==> config.mk <==
export PLATFORM = sky130hd
export DESIGN_NAME = mips_perf_monitor
export DESIGN_NICKNAME = d
export VERILOG_FILES = /design/src/rtl/mips_perf_pkg.sv /design/src/rtl/perf_sat_counter.sv /design/src/rtl/mips_perf_monitor.sv
export SDC_FILE = /design/constraint.sdc
export NUM_CORES = 1
export LEC_CHECK = 0
export CAP_MARGIN = 20
export CORE_MARGIN = 2
export CORE_UTILIZATION = 35
export CTS_BUF_LIST = sky130_fd_sc_hd__clkbuf_4
export DETAILED_ROUTE_END_ITERATION = 8
export PLACE_DENSITY = 0.61
export REMOVE_ABC_BUFFERS = 1
export SYNTH_ARGS = -nofsm -noshare
export SYNTH_HDL_FRONTEND = slang
export SYNTH_HIERARCHICAL = 1
export SYNTH_SLANG_ARGS = --single-unit
==> constraint.sdc <==
create_clock -name clk -period 4 [get_ports clk]
set_input_delay 0.8 -clock clk [delete_from_list [all_inputs] [get_ports clk]]
set_output_delay 0.8 -clock clk [all_outputs]
set_load 0.05 [all_outputs]
==> src/rtl/mips_perf_pkg.sv <==
// Shared types, opcode constants and instruction-class decode for the
// multicycle MIPS performance monitor.
package mips_perf_pkg;

    typedef enum logic [1:0] {
        IDLE    = 2'd0,
        RUN     = 2'd1,
        HALTED  = 2'd2,
        TIMEOUT = 2'd3
    } mon_state_e;

    typedef enum logic [2:0] {
        CLS_R      = 3'd0,
        CLS_LOAD   = 3'd1,
        CLS_STORE  = 3'd2,
        CLS_BRANCH = 3'd3,
        CLS_JUMP   = 3'd4,
        CLS_OTHER  = 3'd5
    } inst_class_e;

    localparam logic [5:0] OP_RTYPE = 6'h00;
    localparam logic [5:0] OP_LW    = 6'h23;
    localparam logic [5:0] OP_SW    = 6'h2B;
    localparam logic [5:0] OP_BEQ   = 6'h04;
    localparam logic [5:0] OP_BNE   = 6'h05;
    localparam logic [5:0] OP_J     = 6'h02;
    localparam logic [5:0] OP_JAL   = 6'h03;

    localparam int NUM_CLASSES  = 6;
    // cycle + instruction counters followed by one counter per class
    localparam int NUM_COUNTERS = 2 + NUM_CLASSES;

    localparam logic [3:0] RD_SEL_CYCLE  = 4'd0;
    localparam logic [3:0] RD_SEL_INSTR  = 4'd1;
    localparam logic [3:0] RD_SEL_R      = 4'd2;
    localparam logic [3:0] RD_SEL_LOAD   = 4'd3;
    localparam logic [3:0] RD_SEL_STORE  = 4'd4;
    localparam logic [3:0] RD_SEL_BRANCH = 4'd5;
    localparam logic [3:0] RD_SEL_JUMP   = 4'd6;
    localparam logic [3:0] RD_SEL_OTHER  = 4'd7;

    // Map an opcode onto the class whose counter it increments.
    function automatic inst_class_e decode_class(input logic [5:0] op);
        inst_class_e cls;
        case (op)
            OP_RTYPE:       cls = CLS_R;
            OP_LW:          cls = CLS_LOAD;
            OP_SW:          cls = CLS_STORE;
            OP_BEQ, OP_BNE: cls = CLS_BRANCH;
            OP_J, OP_JAL:   cls = CLS_JUMP;
            default:        cls = CLS_OTHER;
        endcase
        return cls;
    endfunction

endpackage

==> src/rtl/perf_sat_counter.sv <==
// Saturating up-counter with synchronous reset and clear; sticks at all-ones.
module perf_sat_counter #(
    parameter int CNT_W = 32
) (
    input  logic             clk,
    input  logic             rst,
    input  logic             clr,
    input  logic             inc,
    output logic [CNT_W-1:0] cnt
);

    // Count up on inc unless already saturated; rst beats clr beats inc.
    always_ff @(posedge clk) begin
        if (rst) begin
            cnt <= {CNT_W{1'b0}};
        end else if (clr) begin
            cnt <= {CNT_W{1'b0}};
        end else if (inc && (cnt != {CNT_W{1'b1}})) begin
            cnt <= cnt + {{(CNT_W-1){1'b0}}, 1'b1};
        end
    end

endmodule

==> src/rtl/mips_perf_monitor.sv <==
// Performance/trace monitor for the multicycle MIPS core: counts cycles,
// fetches and per-class executes, detects the jump-to-self end of program
// and enforces a cycle-budget watchdog. Counters are read via rd_sel.
module mips_perf_monitor
    import mips_perf_pkg::*;
#(
    parameter int                 CNT_W      = 32,
    parameter int                 MAX_CYCLES = 500,
    parameter int                 STATE_W    = 4,
    parameter logic [STATE_W-1:0] FETCH_ST   = 4'b0000,
    parameter logic [STATE_W-1:0] EX_ST      = 4'b0010
) (
    input  logic               clk,
    input  logic               rst,
    input  logic               en,
    input  logic               clr,
    input  logic [STATE_W-1:0] S,
    input  logic [31:0]        inst,
    input  logic [31:0]        addr,
    input  logic [3:0]         rd_sel,
    output logic [CNT_W-1:0]   rd_data,
    output logic [1:0]         mon_st,
    output logic               halted,
    output logic               timeout
);

    localparam logic [63:0] MAX_CYCLES_W = 64'(MAX_CYCLES);

    mon_state_e                 state_r;
    logic [31:0]                fetch_pc_r;
    logic [CNT_W-1:0]           cnt_s [NUM_COUNTERS];
    logic [NUM_COUNTERS-1:0]    inc_s;
    logic [NUM_CLASSES-1:0]     cls_onehot_s;
    logic [5:0]                 op_s;
    inst_class_e                cls_s;
    logic                       is_fetch_s;
    logic                       is_ex_s;
    logic                       count_s;
    logic                       halt_s;
    logic                       wd_hit_s;
    logic [CNT_W-1:0]           cycle_next_s;
    logic                       unused_pc_bits_s;

    // Only PC[27:2] takes part in the jump-target compare.
    assign unused_pc_bits_s = ^{fetch_pc_r[31:28], fetch_pc_r[1:0]};

    // Decode the current cycle: is it counted, which counters step, halt/watchdog hits.
    always_comb begin
        op_s       = inst[31:26];
        cls_s      = decode_class(op_s);
        is_fetch_s = (S == FETCH_ST);
        is_ex_s    = (S == EX_ST);

        // The IDLE->RUN entry cycle already counts.
        if (state_r == RUN) begin
            count_s = en;
        end else if (state_r == IDLE) begin
            count_s = en & is_fetch_s;
        end else begin
            count_s = 1'b0;
        end

        halt_s = count_s & (state_r == RUN) & is_ex_s & (op_s == OP_J)
               & (inst[25:0] == fetch_pc_r[27:2]);

        // Watchdog looks at the cycle count as it will be after this edge.
        if (cnt_s[0] == {CNT_W{1'b1}}) begin
            cycle_next_s = cnt_s[0];
        end else begin
            cycle_next_s = cnt_s[0] + {{(CNT_W-1){1'b0}}, 1'b1};
        end
        wd_hit_s = (MAX_CYCLES != 32'sd0) && (64'(cycle_next_s) == MAX_CYCLES_W);

        cls_onehot_s = {{(NUM_CLASSES-1){1'b0}}, 1'b1} << cls_s;
        inc_s[0]     = count_s;
        inc_s[1]     = count_s & is_fetch_s;
        inc_s[NUM_COUNTERS-1:2] = {NUM_CLASSES{count_s & is_ex_s}} & cls_onehot_s;
    end

    genvar g;
    generate
        for (g = 0; g < NUM_COUNTERS; g++) begin : g_cnt
            perf_sat_counter #(.CNT_W(CNT_W)) u_cnt (
                .clk (clk),
                .rst (rst),
                .clr (clr),
                .inc (inc_s[g]),
                .cnt (cnt_s[g])
            );
        end
    endgenerate

    // Remember the PC of the last counted fetch for the jump-to-self check.
    always_ff @(posedge clk) begin
        if (rst) begin
            fetch_pc_r <= 32'd0;
        end else if (clr) begin
            fetch_pc_r <= 32'd0;
        end else if (count_s && is_fetch_s) begin
            fetch_pc_r <= addr;
        end
    end

    // Monitor FSM with registered halted/timeout flags; halt wins over watchdog.
    always_ff @(posedge clk) begin
        if (rst || clr) begin
            state_r <= IDLE;
            halted  <= 1'b0;
            timeout <= 1'b0;
        end else begin
            case (state_r)
                IDLE: begin
                    if (count_s) begin
                        if (wd_hit_s) begin
                            state_r <= TIMEOUT;
                            timeout <= 1'b1;
                        end else begin
                            state_r <= RUN;
                        end
                    end
                end
                RUN: begin
                    if (halt_s) begin
                        state_r <= HALTED;
                        halted  <= 1'b1;
                    end else if (count_s && wd_hit_s) begin
                        state_r <= TIMEOUT;
                        timeout <= 1'b1;
                    end
                end
                HALTED, TIMEOUT: begin
                    state_r <= state_r;
                end
                default: begin
                    state_r <= IDLE;
                    halted  <= 1'b0;
                    timeout <= 1'b0;
                end
            endcase
        end
    end

    assign mon_st = state_r;

    // Registered readout of the selected counter (pre-update value); selects 8..15 read zero.
    always_ff @(posedge clk) begin
        if (rst) begin
            rd_data <= {CNT_W{1'b0}};
        end else if (rd_sel[3] == 1'b0) begin
            rd_data <= cnt_s[rd_sel[2:0]];
        end else begin
            rd_data <= {CNT_W{1'b0}};
        end
    end

endmodule

Word level (Yosys, flattened, before mapping):

Cells that the tools add are included.

* register bits: 320
* input bits: 76
* logic and storage cells: 99

* add/subtract/negate cells: 8
* order comparisons: 1
* equality and inequality tests: 26
* shifts and indexed selects: 1
* mux-type cells: 17
* bitwise logic cells: 10
* reduce and logical (&&, ||, !) cells: 23

Operator list (number)
* $add A32 B1 Y32 const B: 8
* $ne A32 B32 Y1 const B: 8
* $bmux W32 S3: 1
* $mux W32: 3
* $eq A32 B32 Y1 const B: 1
* $eq A32 B9 Y1 const B: 1
* $eq A26 B26 Y1: 1
* $pmux W3 S5: 1
* $eq A6 B2 Y1 const B: 2
* $eq A6 B3 Y1 const B: 2
* $eq A6 B6 Y1 const B: 2
* $logic_and A1 B1 Y1: 10
* $reduce_or A2 Y1: 5
* $mux W2: 4
* $and A1 B1 Y1: 7
* $and A6 B6 Y6: 1
* $logic_not A6 Y1: 1
* $mux W1: 6
* $ne A2 B2 Y1 const B: 3
* $shl A1 B3 Y6 const A: 1
* $reduce_and A5 Y1: 1
* $eq A2 B2 Y1 const B: 2
* $eq A4 B2 Y1 const B: 1
* $ge A4 B4 Y1 const B: 1
* 13 further kinds: 13

Logic depth before layout (Yosys ltp):

Gate-level depths: netlist of run 1.

* depth after elaboration: 10
* depth in mapped cells: 12
* depth with buffers taken out: 10

Modules after synthesis:

Netlist of run 1, hierarchy kept.

Modules (own cells, without submodules)
* perf_sat_counter: instances 8, cells each 198, area each 1620.3 um^2, sequential area each 640.6 um^2
* mips_perf_monitor: instances 1, cells each 502, area each 4897.2 um^2, sequential area each 1241.2 um^2

Worst setup path before layout of run 1:

Ideal clock, no wire load.

* kind: input -> register
* start point: input port S[0]
* end point: register g_cnt[4].u_cnt.cnt[26]
* data arrival time: 3687 ps
* slack: 243 ps
* stages: 10
* buffers on the path: 0
* cells stage by stage: nand2b_1 or4_1 nor2_1 nand2b_1 nor4_1 nand4_1 or4_4 or4_4 or3_1 a21oi_1

* word-level cells in the longest chain between the ends: 7
* elaborated cells on any way between the ends: 8
* those cells by class: eq/ne (1); mux (2); bitwise (3); reduce/logical (2)

Ends and longest elaborated chain
* start, declared: RTL line mips_perf_monitor.sv:17 `input logic [STATE_W-1:0] S,`
* $logic_not A4 Y1: RTL line mips_perf_monitor.sv:51 `is_fetch_s = (S == FETCH_ST);`
* $and A1 B1 Y1: RTL line mips_perf_monitor.sv:58 `count_s = en & is_fetch_s;`
* $mux W1: RTL line mips_perf_monitor.sv:57 `end else if (state_r == IDLE) begin`
* $mux W1: RTL line mips_perf_monitor.sv:55 `if (state_r == RUN) begin`
* $and A1 B1 Y1 (*): RTL line mips_perf_monitor.sv:77 `inc_s[NUM_COUNTERS-1:2] = {NUM_CLASSES{count_s & is_ex_s}} & cls_onehot_s;`
* $and A6 B6 Y6 (*): RTL line mips_perf_monitor.sv:77
* named net inc_s[4]: RTL line mips_perf_monitor.sv:32 `logic [NUM_COUNTERS-1:0] inc_s;`
* $logic_and A1 B1 Y1 (*): RTL line perf_sat_counter.sv:18 `end else if (inc && (cnt != {CNT_W{1'b1}})) begin`
* end signal, assigned: RTL line perf_sat_counter.sv:15 `cnt <= {CNT_W{1'b0}};`
* end signal, assigned: RTL line perf_sat_counter.sv:17 `cnt <= {CNT_W{1'b0}};`
* end signal, assigned: RTL line perf_sat_counter.sv:19 `cnt <= cnt + {{(CNT_W-1){1'b0}}, 1'b1};`
* end, declared: RTL line perf_sat_counter.sv:9 `output logic [CNT_W-1:0] cnt`

The timed path passes the listed nets; every way through them passes the cells marked *.
A chain may end at the register's enable or synchronous reset.

Worst setup path in the final report of run 1:

* start point: input port en
* end point: register g_cnt[4].u_cnt.cnt[30]

* word-level cells in the longest chain between the ends: 6

Ends and longest elaborated chain
* start, declared: RTL line mips_perf_monitor.sv:15 `input logic en,`
* $and A1 B1 Y1: RTL line mips_perf_monitor.sv:58
* $mux W1: RTL line mips_perf_monitor.sv:57
* $mux W1 (*): RTL line mips_perf_monitor.sv:55
* $and A1 B1 Y1 (*): RTL line mips_perf_monitor.sv:77
* $and A6 B6 Y6 (*): RTL line mips_perf_monitor.sv:77
* named net inc_s[4]: RTL line mips_perf_monitor.sv:32
* $logic_and A1 B1 Y1 (*): RTL line perf_sat_counter.sv:18

Marks and branches as above.

==> impl_metrics.py, run 1 <==
metrics = {
    "cells_and_area": {
        "finish.net_count": 2360,
        "multiInputGateArea_mm2": 0.01088,
        "finish.utilization_pct": 42.17,
        "layout.cell_area.non_filler_mm2": 0.02120,
        "fillCellCount": 5117,
        "area.sequential_mm2": 0.006366,
        "layout-area-overhead-vs-synth_pct": 18.70,
        "layout-drive-gt1-share_pct": 15.76,
    },
    "sta": {
        "slew_viol_final": 0,
        "period_minus_slack_ps": 3362,
        "setup-violations-final": 0,
        "clock.fmax_mhz": 297.4,
        "final.period_utilization_pct": 84.05,
        "setup_tns_final_ps": 0,
        "worst_slew_margin_rel_pct": 30.62,
        "worst_slew_pin_slew_ps": 1032,
        "final.setup_skew_ps": 56.93,
        "rsz0062_at_grt": "false",
        "timing.final.ws_setup_ps": 637.9,
        "final-hold-violation-count": 0,
    },
    "critical_path": {
        "timing.critical_path.fanout_max": 4,
        "timing.reg2reg.worst_path_depth": 8,
        "critPathBufInv": 3,
        "slowest_stage": "clkdlybuf4s50_1",
        "critPathLaunchType": "primary input",
        "regToRegStartpoint": "g_cnt[0].u_cnt/cnt[4]",
        "required_ps": 4760,
        "critPathCaptureType": "flop",
        "timing_worst_setup_path_type": "primary input to flop",
        "critical_path.max_stage_delay_ps": 470,
        "timing.critical_path.cells": "clkdlybuf4s50_1 > nand2b_1 > or4_1 > nor2_1 > buf_4 > nand2b_1 > nor4_1 > buf_4 > nand4_1 > or4_4 > or4_4 > or3_1 > a21oi_1",
        "crit_arrival_ps": 4120,
        "flop_to_flop_setup_slack_ps": 640,
        "depth_of_the_critical_timing_path_with_buffers_and_inverters_included": 13,
        "crit-reg2reg-capture": "mon_st[1]",
        "critPathTopFamily": "simple AND/OR/NAND/NOR gates",
    },
    "power_and_ir_drop": {
        "power.static_leakage_nw": 6.671,
        "maximum_resistive_drop_on_vdd_mv": 0.1567,
        "power.clock.fraction_pct": 47.6,
        "internal-power_mw": 4.950,
        "pwr_dens_mw_per_mm2": 310.5,
        "power_frac_comb_pct": 4.3,
        "switching_share_pct": 24.79,
        "power.net_switching_mw": 1.632,
        "total_power_mw": 6.581,
        "power.share.sequential_pct": 48.2,
    },
    "placed_design": {
        "preCtsSetupSlack_ps": -213.7,
        "dp.final_hpwl_um": 41450,
        "number_of_buffers_added_on_ports": 105,
        "final_weighted_congestion_of_routability_driven_global_placement": 0.9290,
        "place_area_mm2": 0.02003,
    },
    "synth": {
        "synth-warning-count": 6,
        "netlist_area_mm2": 0.01786,
        "synth_flop_cell": "dfxtp_1",
        "synth.largest_area_cell": "dfxtp_1",
        "ys_ff_latch": 318,
        "synth.lib_cells_used.distinct": 62,
        "post_synth_main_area_contributors": "dfxtp_1, mux4_2, nand2_1",
        "synth_seq_area_share_pct": 35.65,
        "synth_instances": 2086,
        "async_reset_ff_share_pct": 0,
        "synth.avg_cell_area_um2": 8.562,
        "synth_edf_count": 0,
        "area_share_of_the_largest_cell_type_after_synthesis_pct": 35.65,
    },
    "detailed_routing": {
        "detail_route.drc_violations": 0,
        "dr_wl_cell_um": 18.41,
        "ant_nets": 0,
        "drt_iter0_drc": 1515,
        "via_count": 17418,
        "wl_um": 55510,
        "drt-pass1-iter-count": 5,
        "via_per_inst": 5.777,
    },
    "die": {
        "rows": 82,
        "die_h_um": 229.9,
        "die_x_um": 229.9,
        "initial_core_util_pct": 35.53,
        "core_area_mm2": 0.05027,
        "fp.dieArea_mm2": 0.05285,
        "num_io_pins": 112,
    },
    "grt": {
        "grt_overflow": 0,
        "grtUsageTotal_pct": 20.48,
        "grt_pass1_vias": 15994,
        "grt_start_max_net_pins": 34,
        "grt_antenna_before_repair": 1,
        "grt_first_pass_wirelength_um": 86730,
    },
    "clock_network": {
        "cts.repair_timing.setup_buffer_count": 0,
        "cts_resized": 0,
        "tritoncts": "yes",
        "cts.root.buffer_cell": "clkbuf_4",
        "cts_max_path_buffers": 3,
        "insertion_delay_ps": 820,
        "clk_transition_reported_paths_ps": 70,
        "sink_count_of_the_clock_tree": 318,
        "cts.htree.levels": 3,
        "cts_made_buffers": 93,
        "cts-hold-fix-buffers": 0,
    },
    "hold_path": {
        "hold_end": "fetch_pc_r[16]",
        "timing.hold.worst.start": "fetch_pc_r[16]",
        "hold_path_depth": 2,
        "worstHoldPathType": "flop to flop",
    },
    "flow_run": {
        "max_cap_violations": 0,
    },
    "run_status": {
        "outcome": "finished clean",
    },
}
-- cell usage after synthesis (4+ instances only) --
library cell and n:
a211oi_1 18, a21oi_1 155, a31oi_1 34, a41o_1 24
and3_1 18, and4_1 9, buf_1 11, buf_2 34
clkbuf_1 61, dfxtp_1 318, ha_1 9, inv_1 42
mux2i_1 34, mux4_2 64, nand2_1 209, nand2b_1 4
nand3_1 104, nand4_1 87, nand4_4 8, nor2_1 183
nor3_1 40, nor4_1 41, o2111ai_2 9, o211ai_1 26
o21a_1 8, o21ai_0 94, o21ai_1 40, o311a_1 8
o311ai_0 16, o311ai_1 8, o31a_1 9, o31ai_1 28
o41ai_1 11, or2_2 12, or3_1 122, or3_4 8
or4_1 37, or4_4 17, or4b_1 8, xnor2_1 56
xor2_1 33
-- per-layer routing --
layer	up-vias	global-route usage, %	part of all wire [%]
li1	8429	-	-
met3	84	3.931	7.9
met4	0	7.016	2.3
met2	679	30.77	44
met1	8226	29.25	46
met5	-	0	0
-- worst max path at each step --
stage | start | to | slack (ps)
floorplan | S[0] | g_cnt[0].u_cnt/cnt[26] | -310
CTS | mon_st[1] | g_cnt[4].u_cnt/cnt[30] | 670
global route | en | g_cnt[4].u_cnt/cnt[25] | 440
detailed placement | en | g_cnt[4].u_cnt/cnt[30] | -210
finish | en | g_cnt[4].u_cnt/cnt[30] | 640
global placement | en | g_cnt[4].u_cnt/cnt[26] | -140
-- cell usage in the layout, fill, tap and decap left out, drive strengths merged, types with 12 or more instances in the layout --
cell / n
a211oi: 18
a21oi: 155
a31oi: 34
a41o: 24
and3: 18
buf: 100
clkbuf: 134
clkdlybuf4s50: 102
clkinv: 22
dfxtp: 318
inv: 45
mux2i: 34
mux4: 64
nand2: 209
nand3: 105
nand4: 98
nor2: 183
nor3: 40
nor4: 44
o211ai: 26
o21ai: 134
o311ai: 24
o31ai: 28
or2: 12
or3: 130
or4: 54
xnor2: 56
xor2: 33
-- final cells by class --
type	count	area share, %
diodes	1	0.01180
clock buffers	134	4.745
clock inverters	28	0.7791
inverters	43	0.7614
multi-input cells	1617	51.31
flip-flops and latches	318	30.03
well taps	672	3.966
repair buffers	202	8.393
-- registers in the layout (all words and copies together), names as in the netlist --
register and count:
halted 1, rd_data 32, timeout 1, mon_st 2, fetch_pc_r 26, g_cnt.u_cnt/cnt 256
-- power by group through the flow --
stage	clock network (mW)	registers [mW]	logic, mW
floorplan	0	3.24	0.102
global placement	0	3.24	0.276
detailed placement	0	3.24	0.280
CTS	3.23	3.17	0.280
global route	3.41	3.17	0.302
finish	3.13	3.17	0.280
-- logic make-up after synthesis --
logic type | synth area share, %
flip-flops | 35.65
adder cells (fa/ha/maj) | 0.6305
buffers and inverters | 3.461
AND/OR/NAND/NOR | 28.19
multiplexers | 9.976
XOR/XNOR | 4.365
AO/OA/AOI/OAI | 17.73
-- worst min-delay path, cell delays in order (launching register included) --
cell and delay, ps:
dfxtp_1 320, nand2_1 50, a21oi_1 50
-- stage by stage --
step / hold WS [ps] / instances
finish: 466.1 / 3015
global route: 487.8 / 3015
floorplan: 448.1 / 1978
detailed placement: 458.3 / 2852
CTS: 457.2 / 3014
global placement: 455.0 / 2851
Power figures use the tool's default switching activity.
==> run 2: changes to the inputs <==
PLACE_DENSITY = 0.59   (was 0.61)
clock period = 3.14 ns   (was 4 ns; I/O delays follow)
==> run 2 against run 1 <==
Effect of this change:
- register-to-register slack got worse by 610 ps
- clock-buffer cell count rose by 6
- sequential power rose by 27%
- combinational power rose by 37%
- critical path depth did not move
- wire length rose by 5.5%
- non-clock buffer count rose by 75
- critical endpoint is now g_cnt[5].u_cnt/cnt[30]
==> impl_metrics.py, run 2 (same netlist as run 1, synthesis figures left out) <==
metrics = {
    "run_status": {
        "outcome": "finished clean",
    },
    "sta": {
        "worst_slew_margin_rel_pct": 30.26,
        "period_minus_slack_ps": 3136,
        "final.period_utilization_pct": 99.87,
        "final.setup_skew_ps": 52.66,
        "setup-violations-final": 0,
        "setup_tns_final_ps": 0,
        "rsz0062_at_grt": "true",
        "slew_viol_final": 0,
        "final-hold-violation-count": 0,
        "worst_slew_pin_slew_ps": 1037,
        "clock.fmax_mhz": 318.9,
    },
    "placed_design": {
        "number_of_buffers_added_on_ports": 105,
        "dp.final_hpwl_um": 43990,
        "place_inst": 2922,
        "final_weighted_congestion_of_routability_driven_global_placement": 0.9405,
        "place_area_mm2": 0.02059,
    },
    "cells_and_area": {
        "layout-drive-gt1-share_pct": 19.29,
        "area.sequential_mm2": 0.006367,
        "fin_cells": 3089,
        "multiInputGateArea_mm2": 0.01097,
        "mostFrequentLayoutCell": "dfxtp_1",
        "most-common-layout-cells": "dfxtp_1, nand2_1, nor2_1, buf_4, a21oi_1",
        "register_name_with_the_most_flops": "g_cnt.u_cnt/cnt",
        "finish.net_count": 2435,
        "layout.cell_area.non_filler_mm2": 0.02190,
        "finish.utilization_pct": 43.56,
        "fillCellCount": 5057,
        "layout-area-overhead-vs-synth_pct": 22.62,
        "largest_register_ffs": 256,
        "biggestRegsByFlops": "g_cnt.u_cnt/cnt (256), rd_data (32), fetch_pc_r (26)",
    },
    "critical_path": {
        "timing.critical_path.fanout_max": 3,
        "critPathLaunchType": "primary input",
        "required_ps": 3820,
        "timing_worst_setup_path_type": "primary input to flop",
        "crit_arrival_ps": 3810,
        "critPathCaptureType": "flop",
    },
    "detailed_routing": {
        "via_per_inst": 5.828,
        "via_count": 18003,
        "drt_iter0_drc": 1541,
        "dr_wl_cell_um": 18.96,
        "wl_um": 58570,
        "detail_route.drc_violations": 0,
        "ant_nets": 0,
        "drt-pass1-iter-count": 5,
    },
    "grt": {
        "grt_overflow": 0,
        "grt_first_pass_wirelength_um": 91110,
        "grt_pass1_vias": 16711,
        "grtUsageTotal_pct": 21.53,
        "grt_start_max_net_pins": 40,
        "grt_antenna_before_repair": 1,
    },
    "die": {
        "die_h_um": 229.9,
        "num_io_pins": 112,
        "die_x_um": 229.9,
        "initial_core_util_pct": 35.53,
        "core_area_mm2": 0.05027,
        "fp.dieArea_mm2": 0.05285,
        "rows": 82,
    },
    "clock_network": {
        "cts-hold-fix-buffers": 0,
        "sink_count_of_the_clock_tree": 318,
        "cts.root.buffer_cell": "clkbuf_4",
        "cts_made_buffers": 93,
        "tritoncts": "yes",
        "cts_max_path_buffers": 3,
        "clk_transition_reported_paths_ps": 60,
        "cts.htree.levels": 3,
        "insertion_delay_ps": 820,
    },
    "flow_run": {
        "max_cap_violations": 0,
    },
    "hold_path": {
        "worstHoldPathType": "primary input to flop",
    },
    "power_and_ir_drop": {
        "maximum_resistive_drop_on_vdd_mv": 0.2125,
        "power.static_leakage_nw": 7.104,
        "total_power_mw": 8.357,
        "pwr_dens_mw_per_mm2": 381.6,
    },
}
==> run 2: final cells by class <==
type | count | area share, %
clock inverters | 21 | 0.4913
clock buffers | 140 | 4.799
multi-input cells | 1617 | 50.10
diodes | 1 | 0.01143
repair buffers | 277 | 10.95
well taps | 672 | 3.839
flip-flops and latches | 318 | 29.07
inverters | 43 | 0.7370
==> run 2: through the flow <==
stage          setup slack (ps)  hold slack (ps)
3_3_place_gp             -744.9            456.3
3_5_place_dp             -812.3            460.1
4_1_cts                   13.45            275.1
2_1_floorplan            -996.1            448.1
5_1_grt                  -67.65            345.9
6_report                  4.021            357.3
==> run 2: final timing paths <==
| check | startpoint | endpoint | slack [ps] | cells after the start |
|---|---|---|---|---|
| max reg2reg | mon_st[1] | g_cnt[5].u_cnt/cnt[30] | 30 | 12 |
| max | S[3] | g_cnt[5].u_cnt/cnt[30] | 4 | 13 |
| min reg2reg | fetch_pc_r[5] | fetch_pc_r[5] | 470 | 2 |
| min | addr[20] | fetch_pc_r[20] | 360 | 3 |
==> run 2: timing repair <==
item                                    4_1_cts  5_1_grt
resized for setup                             7       21
buffers inserted                              1        5
pin swaps                                     5       12
endpoints found under the setup margin        3       38
==> run 2: critical path, cell delays in order <==
cell             delay [ps]
clkdlybuf4s50_1         400
or4_4                   560
nor2_4                  120
buf_6                   140
buf_6                   110
buf_4                   100
and4b_1                 280
nand4_1                 130
or4_4                   440
or4_4                   430
buf_4                   160
o21ai_0                 210
a21oi_1                 100
==> run 2: per-layer routing <==
layer,part of all wire [%],track usage [%]
met3,7.5,4.328
met5,0,0
met1,46,30.07
met4,3.0,8.931
met2,43,32.29
==> run 2: power by group <==
group | leakage (nW) | internal (mW) | switching [mW]
Sequential | 2.56 | 4.04 | 0.00145
Combinational | 3.84 | 0.176 | 0.206
Clock | 0.705 | 2.10 | 1.84
Total | 7.10 | 6.31 | 2.05
